`config.mk`:
```
export PLATFORM = sky130hd
export DESIGN_NAME = cursor_ctrl
export DESIGN_NICKNAME = d
export VERILOG_FILES = /design/src/rtl/cursor_ctrl.sv
export SDC_FILE = /design/constraint.sdc
export NUM_CORES = 1
export LEC_CHECK = 0
export ABC_AREA = 1
export ABC_CLOCK_PERIOD_IN_PS = 6400
export BUFFER_PORTS_ARGS = -buffer_cell sky130_fd_sc_hd__buf_2
export CAP_MARGIN = 0
export CORE_MARGIN = 1
export CORE_UTILIZATION = 40
export DETAILED_ROUTE_END_ITERATION = 16
export GPL_TIMING_DRIVEN = 1
export PLACE_DENSITY_LB_ADDON = 0.25
export SLEW_MARGIN = 40
export SYNTH_ARGS = -nofsm -noshare
export SYNTH_HDL_FRONTEND = slang
export SYNTH_SLANG_ARGS = --single-unit
```
`constraint.sdc`:
```
create_clock -name clk -period 6.4 [get_ports clk]
set_input_delay 0.64 -clock clk [delete_from_list [all_inputs] [get_ports clk]]
set_output_delay 0.64 -clock clk [all_outputs]
set_load 0.005 [all_outputs]
```
`src/rtl/cursor_ctrl.sv`:
```
// Grid cursor controller: four synchronised, debounced direction buttons drive a cell position.
// A captured move is applied only on frame_tick so the renderer never sees a mid-frame change.
module cursor_ctrl #(
    parameter int GRID_N     = 4,
    parameter int CELL_PITCH = 32,
    parameter int ORIGIN_X   = 256,
    parameter int ORIGIN_Y   = 176,
    parameter int DB_CYCLES  = 1000000,
    parameter int WRAP       = 1
) (
    input  logic       clk,
    input  logic       reset,
    input  logic       btn_up,
    input  logic       btn_down,
    input  logic       btn_left,
    input  logic       btn_right,
    input  logic       frame_tick,
    output logic [9:0] top_left_x,
    output logic [9:0] top_left_y,
    output logic [3:0] cell_row,
    output logic [3:0] cell_col,
    output logic       moved
);

    localparam int IDX_W = $clog2(GRID_N);
    localparam int CNT_W = (DB_CYCLES > 1) ? $clog2(DB_CYCLES) : 1;
    localparam logic [CNT_W-1:0] CNT_LAST = CNT_W'(DB_CYCLES - 1);
    localparam logic [CNT_W-1:0] CNT_ONE  = CNT_W'(1);
    localparam logic [CNT_W-1:0] CNT_ZERO = CNT_W'(0);
    localparam logic [IDX_W-1:0] IDX_MAX  = IDX_W'(GRID_N - 1);
    localparam logic [IDX_W-1:0] IDX_ONE  = IDX_W'(1);
    localparam logic [IDX_W-1:0] IDX_ZERO = IDX_W'(0);
    localparam logic [9:0]       ORG_X    = 10'(ORIGIN_X);
    localparam logic [9:0]       ORG_Y    = 10'(ORIGIN_Y);
    localparam logic [9:0]       PITCH    = 10'(CELL_PITCH);

    // The whole cursor box at the far cell must stay inside the 10-bit pixel space.
    if ((GRID_N < 2) || (GRID_N > 16) || (CELL_PITCH < 32) || (DB_CYCLES < 1) ||
        (ORIGIN_X + (GRID_N - 1) * CELL_PITCH + 31 > 1023) ||
        (ORIGIN_Y + (GRID_N - 1) * CELL_PITCH + 31 > 1023)) begin : g_param_check
        $error("cursor_ctrl: parameter set places the cursor outside the 10-bit pixel range");
    end

    typedef enum logic [0:0] {ST_IDLE = 1'b0, ST_PEND = 1'b1} state_t;
    typedef enum logic [1:0] {DIR_UP = 2'd0, DIR_DOWN = 2'd1, DIR_LEFT = 2'd2, DIR_RIGHT = 2'd3} dir_t;

    logic [3:0]       btn_raw_s;
    logic [3:0]       sync1_r;
    logic [3:0]       sync2_r;
    logic [3:0]       db_r;
    logic [3:0]       db_d_r;
    logic [CNT_W-1:0] cnt_r [0:3];
    logic [3:0]       press_s;

    state_t           state_r;
    state_t           state_nx_s;
    dir_t             dir_r;
    dir_t             dir_nx_s;
    logic             apply_s;
    logic             changed_s;

    logic [IDX_W-1:0] row_r;
    logic [IDX_W-1:0] col_r;
    logic [IDX_W-1:0] row_nx_s;
    logic [IDX_W-1:0] col_nx_s;
    logic [9:0]       x_r;
    logic [9:0]       y_r;
    logic             moved_r;

    // Bit order doubles as priority order: lowest index wins.
    assign btn_raw_s = {btn_right, btn_left, btn_down, btn_up};
    assign press_s   = db_r & ~db_d_r;

    // Two-stage synchroniser plus per-button stability counter.
    always_ff @(posedge clk or posedge reset) begin
        if (reset) begin
            sync1_r <= 4'b0000;
            sync2_r <= 4'b0000;
            db_r    <= 4'b0000;
            db_d_r  <= 4'b0000;
            for (int i = 0; i < 4; i++) begin
                cnt_r[i] <= CNT_ZERO;
            end
        end else begin
            sync1_r <= btn_raw_s;
            sync2_r <= sync1_r;
            db_d_r  <= db_r;
            for (int i = 0; i < 4; i++) begin
                if (sync2_r[i] == db_r[i]) begin
                    cnt_r[i] <= CNT_ZERO;
                end else if (cnt_r[i] == CNT_LAST) begin
                    cnt_r[i] <= CNT_ZERO;
                    db_r[i]  <= sync2_r[i];
                end else begin
                    cnt_r[i] <= cnt_r[i] + CNT_ONE;
                end
            end
        end
    end

    // Pending-move state and captured direction.
    always_ff @(posedge clk or posedge reset) begin
        if (reset) begin
            state_r <= ST_IDLE;
            dir_r   <= DIR_UP;
        end else begin
            state_r <= state_nx_s;
            dir_r   <= dir_nx_s;
        end
    end

    // Capture one press while idle; release it to the position logic on frame_tick.
    always_comb begin
        state_nx_s = state_r;
        dir_nx_s   = dir_r;
        apply_s    = 1'b0;
        case (state_r)
            ST_IDLE: begin
                if (press_s != 4'b0000) begin
                    state_nx_s = ST_PEND;
                    if (press_s[0]) begin
                        dir_nx_s = DIR_UP;
                    end else if (press_s[1]) begin
                        dir_nx_s = DIR_DOWN;
                    end else if (press_s[2]) begin
                        dir_nx_s = DIR_LEFT;
                    end else begin
                        dir_nx_s = DIR_RIGHT;
                    end
                end else begin
                    state_nx_s = ST_IDLE;
                end
            end
            ST_PEND: begin
                if (frame_tick) begin
                    state_nx_s = ST_IDLE;
                    apply_s    = 1'b1;
                end else begin
                    state_nx_s = ST_PEND;
                end
            end
            default: begin
                state_nx_s = ST_IDLE;
            end
        endcase
    end

    // Target cell for the captured direction, wrapping or saturating at the edges.
    always_comb begin
        row_nx_s = row_r;
        col_nx_s = col_r;
        case (dir_r)
            DIR_UP: begin
                if (row_r != IDX_ZERO) begin
                    row_nx_s = row_r - IDX_ONE;
                end else if (WRAP != 0) begin
                    row_nx_s = IDX_MAX;
                end else begin
                    row_nx_s = row_r;
                end
            end
            DIR_DOWN: begin
                if (row_r != IDX_MAX) begin
                    row_nx_s = row_r + IDX_ONE;
                end else if (WRAP != 0) begin
                    row_nx_s = IDX_ZERO;
                end else begin
                    row_nx_s = row_r;
                end
            end
            DIR_LEFT: begin
                if (col_r != IDX_ZERO) begin
                    col_nx_s = col_r - IDX_ONE;
                end else if (WRAP != 0) begin
                    col_nx_s = IDX_MAX;
                end else begin
                    col_nx_s = col_r;
                end
            end
            DIR_RIGHT: begin
                if (col_r != IDX_MAX) begin
                    col_nx_s = col_r + IDX_ONE;
                end else if (WRAP != 0) begin
                    col_nx_s = IDX_ZERO;
                end else begin
                    col_nx_s = col_r;
                end
            end
            default: begin
                row_nx_s = row_r;
                col_nx_s = col_r;
            end
        endcase
        changed_s = apply_s && ((row_nx_s != row_r) || (col_nx_s != col_r));
    end

    // Cell indices and pixel coordinates update together on the same edge.
    always_ff @(posedge clk or posedge reset) begin
        if (reset) begin
            row_r   <= IDX_ZERO;
            col_r   <= IDX_ZERO;
            x_r     <= ORG_X;
            y_r     <= ORG_Y;
            moved_r <= 1'b0;
        end else begin
            moved_r <= changed_s;
            if (apply_s) begin
                row_r <= row_nx_s;
                col_r <= col_nx_s;
                x_r   <= ORG_X + 10'(col_nx_s) * PITCH;
                y_r   <= ORG_Y + 10'(row_nx_s) * PITCH;
            end else begin
                row_r <= row_r;
                col_r <= col_r;
                x_r   <= x_r;
                y_r   <= y_r;
            end
        end
    end

    assign top_left_x = x_r;
    assign top_left_y = y_r;
    assign cell_row   = 4'(row_r);
    assign cell_col   = 4'(col_r);
    assign moved      = moved_r;

endmodule

```
==> summary.md <==
| Metric | Value |
|---|---|
| Worst Hold Depth | `0` |
| Root Driver | `clkbuf_16` |
| Setup TNS | `0 ps` |
| Largest net degree at the start of global routing | `59` |
| Path depth of the worst reg2reg path | `10` |
| HPWL Detailed | `8760 um` |
| Power Density | `slightly below 200 nW/um^2` |
| Layout cells sized above 1 | `11.7%` |
| First-pass GRT wire length | `around 21000 um` |
| CP max FO | `6` |
| Failing checks | `DRC` |
| Synthesis-stage register bit count | `108` |
| # DRC | `1` |
| WL per Instance | `roughly 12 um` |
| Hold Startpoint | `sync1_r[2]$_DFF_PP0_` |
| Mean Syn Cell Area | `between 7 and 8 sq um` |
| CTS tree | `done` |
| Initial Utilization | `between 40% and 50%` |
| Synth unique cells | `32` |
| Diodes inserted | `0` |
| Slew headroom | `between 50% and 60%` |
| CP peak stage delay | `between 400 and 500 ps` |
| RD Place Congestion | `0.825` |
| Final hold viol count | `0` |
| Hold crit path type | `flop to flop` |
| CTS clk-pin slew, worst paths | `roughly 70 ps` |
| Top cell type's share of synthesized area | `about 43%` |
| Sink Count | `approximately 110` |
| Maxcap violations | `0` |
| Total gr overflow | `0` |
| Core ar. | `14700 sq um` |
| Die Width | `between 100 and 150 um` |
| FF-to-FF Start | `row_r[1]$_DFFE_PP0P_` |
| Worst Hold Endpoint | `sync2_r[2]$_DFF_PP0_` |
| Leak | `2.92 nW` |
| CP Class | `flop to flop` |
| Die Span Y | `125 um` |
| Final setup fails | `0` |
| Synthesized cell area | `6100 sq um` |
| Sequential fraction of the synthesis area | `approximately 44%` |
| DR iter-0 viols | `351` |
| Run status | `finished, violations left` |
| Port buffer count | `17` |
| CP Launch Type | `flop` |
| YS warnings | `0` |
| Vias | `between 4000 and 5000` |
| Worst slew pin tran | `approximately 640 ps` |
| Post-cts resize count | `0` |
| FF-to-FF End | `top_left_y[6]$_DFFE_PP0P_` |
| CTS Hold Buffers Added | `0` |
| R2R Setup Slk | `4760 ps` |
| Post-synth top area cell | `dfrtp_1` |
| WP data arrival | `~1900 ps` |
| Initial antenna violation count | `0` |
| Standard-cell rows | `44` |
| Delay-heaviest family, CP | `adder cells` |
| Worst Path Buf+Inv | `3` |
| TritonRoute pass-1 iters | `11` |
| Area contributors post-synth | `dfrtp_1 43%, nor2_1 11%, nand2_1 10%` |
| CP Capture Type | `flop` |
| Final min period | `1640 ps` |
| RSZ-0062 raised after global routing | `false` |
| Die area | `between 15000 and 20000 sq um` |
| Max clock buf depth | `2` |
| Final Core Density | `between 40 and 50%` |
| Worst endpoint required time | `around 6700 ps` |
| Tcrit/Tclk final | `about a quarter` |
| Clock skew | `about 10 ps` |
| Total track usage | `16.6%` |
| I/O pins | `36` |
| Post-route ant nets | `0` |
| Vias/cell | `about 4.7` |
| Pins Over Slew Limit | `0` |
| Final wirelength | `between 10000 and 15000 um` |
| CP max-delay cell | `dfrtp_1` |
| CP cell instances | `inv_1 -> ha_1 -> inv_1 -> nand2_1 -> nand3_1 -> o21ai_0 -> inv_1 -> ha_1 -> nand2_1 -> nand2_1` |
| Num CTS Buffers | `9` |
| H-tree depth | `3` |
| Max rail drop VDD | `0.124 mV` |
| Vias in the first global route | `between 4000 and 5000` |
| Skew-Pair Late Insertion Delay | `around 350 ps` |
| Syn Inst Count | `about 780` |
| Final nets | `approximately 820` |
| Max Freq | `about 0.6 GHz` |
| Area growth, synth to finish | `8.49%` |
| Post-CTS setup buffer count | `0` |
[power by group]
part	switching, mW	internal [mW]
logic	0.0513	0.0240
clock network	0.247	0.274
registers	0.0114	0.697
[cells in the final DEF, fill, tap and decap left out, types with 5 or more instances in the layout]
cell / count
clkbuf_16: 9
ha_1: 9
nor2_4: 14
a21oi_1: 9
buf_2: 17
nand3_1: 34
inv_1: 83
inv_2: 7
nor3_1: 12
xor2_1: 32
nor2_1: 175
nor2_2: 5
o21ai_0: 18
conb_1: 18
dfrtp_1: 106
nand4_1: 17
nor3_2: 5
xnor2_1: 15
nand2_1: 169
nand3_2: 7
nand2_2: 15
[kinds of logic after synthesis]
kind of cell	synth area share, %
and+or+nand+nor	35.2
buffers and inverters	8.33
AOI/OAI and AO/OA	3.41
other	0.123
DFF	44.4
adders and majority gates	1.85
xor gates and xnor gates	6.75
[cell usage after synthesis, drive strengths merged]
master and number:
dfrtp 106, o21ai 19, nor2 194, clkinv 2, xnor2 15, nand4 17
dfstp 2, ha 9, buf 21, conb 2, o31ai 1, nand3b 4
nor3 19, nor3b 1, clkbuf 1, nand2 188, o21bai 4, a21oi 9
o211ai 4, nand3 41, xor2 32, inv 91
[through the flow]
| step | setup WS (ps) | instances | hold WS (ps) | cell area, sq um | total power [mW] |
|---|---|---|---|---|---|
| 6_report | 4760 | 995 | 348 | 6620 | 1.30 |
| 5_1_grt | 4530 | 995 | 358 | 6620 | 1.37 |
| 4_1_cts | 4720 | 994 | 350 | 6600 | 1.33 |
| 3_5_place_dp | 4340 | 978 | 335 | 6320 | 0.798 |
| 3_3_place_gp | 4350 | 978 | 332 | 6320 | 0.796 |
| 2_1_floorplan | 2920 | 798 | 331 | 6160 | 0.781 |
[state kept, by name (all words and copies together), names as in the netlist]
name	count
row_r	2
state_r	1
col_r	2
cnt_r	80
sync2_r	4
db_r	4
dir_r	2
db_d_r	4
top_left_y	4
sync1_r	4
moved	1
[worst max-delay path by stage]
| stage | start | endpoint | slack [ps] | cells after the start |
|---|---|---|---|---|
| floorplan | reset | cnt_r[0]$_DFF_PP0_ | 2920 | 1 |
| global placement | reset | row_r[0]$_DFFE_PP0P_ | 4350 | 3 |
| detailed placement | reset | row_r[0]$_DFFE_PP0P_ | 4340 | 3 |
| CTS | reset | cnt_r[72]$_DFF_PP0_ | 4720 | 3 |
| global route | row_r[1]$_DFFE_PP0P_ | top_left_y[6]$_DFFE_PP0P_ | 4530 | 10 |
| finish | row_r[1]$_DFFE_PP0P_ | top_left_y[6]$_DFFE_PP0P_ | 4760 | 10 |
[layout make-up]
class	instances	area, sq um
multi-input cells	575	2950
well taps	184	230
repair buffers	19	113
clock buffers	12	246
clock inverters	4	25.0
fillers	1468	8080
flip-flops and latches	108	2710
inverters	93	352
[worst reg2reg max path, cell delays in order (launching register included)]
cell	delay, ps
dfrtp_1	420
inv_1	80
ha_1	310
inv_1	60
nand2_1	80
nand3_1	60
o21ai_0	90
inv_1	70
ha_1	260
nand2_1	60
nand2_1	40
[metal layers]
| metal | part of all wire [%] | global-route usage, % | up-vias |
|---|---|---|---|
| li1 | - | - | 2444 |
| met1 | 50 | 22.7 | 2103 |
| met2 | 44 | 26.0 | 73 |
| met3 | 3.8 | 3.94 | 11 |
| met4 | 1.3 | 5.02 | 0 |
| met5 | 0 | 0 | - |
No activity file was read; power rests on OpenSTA's default activity.
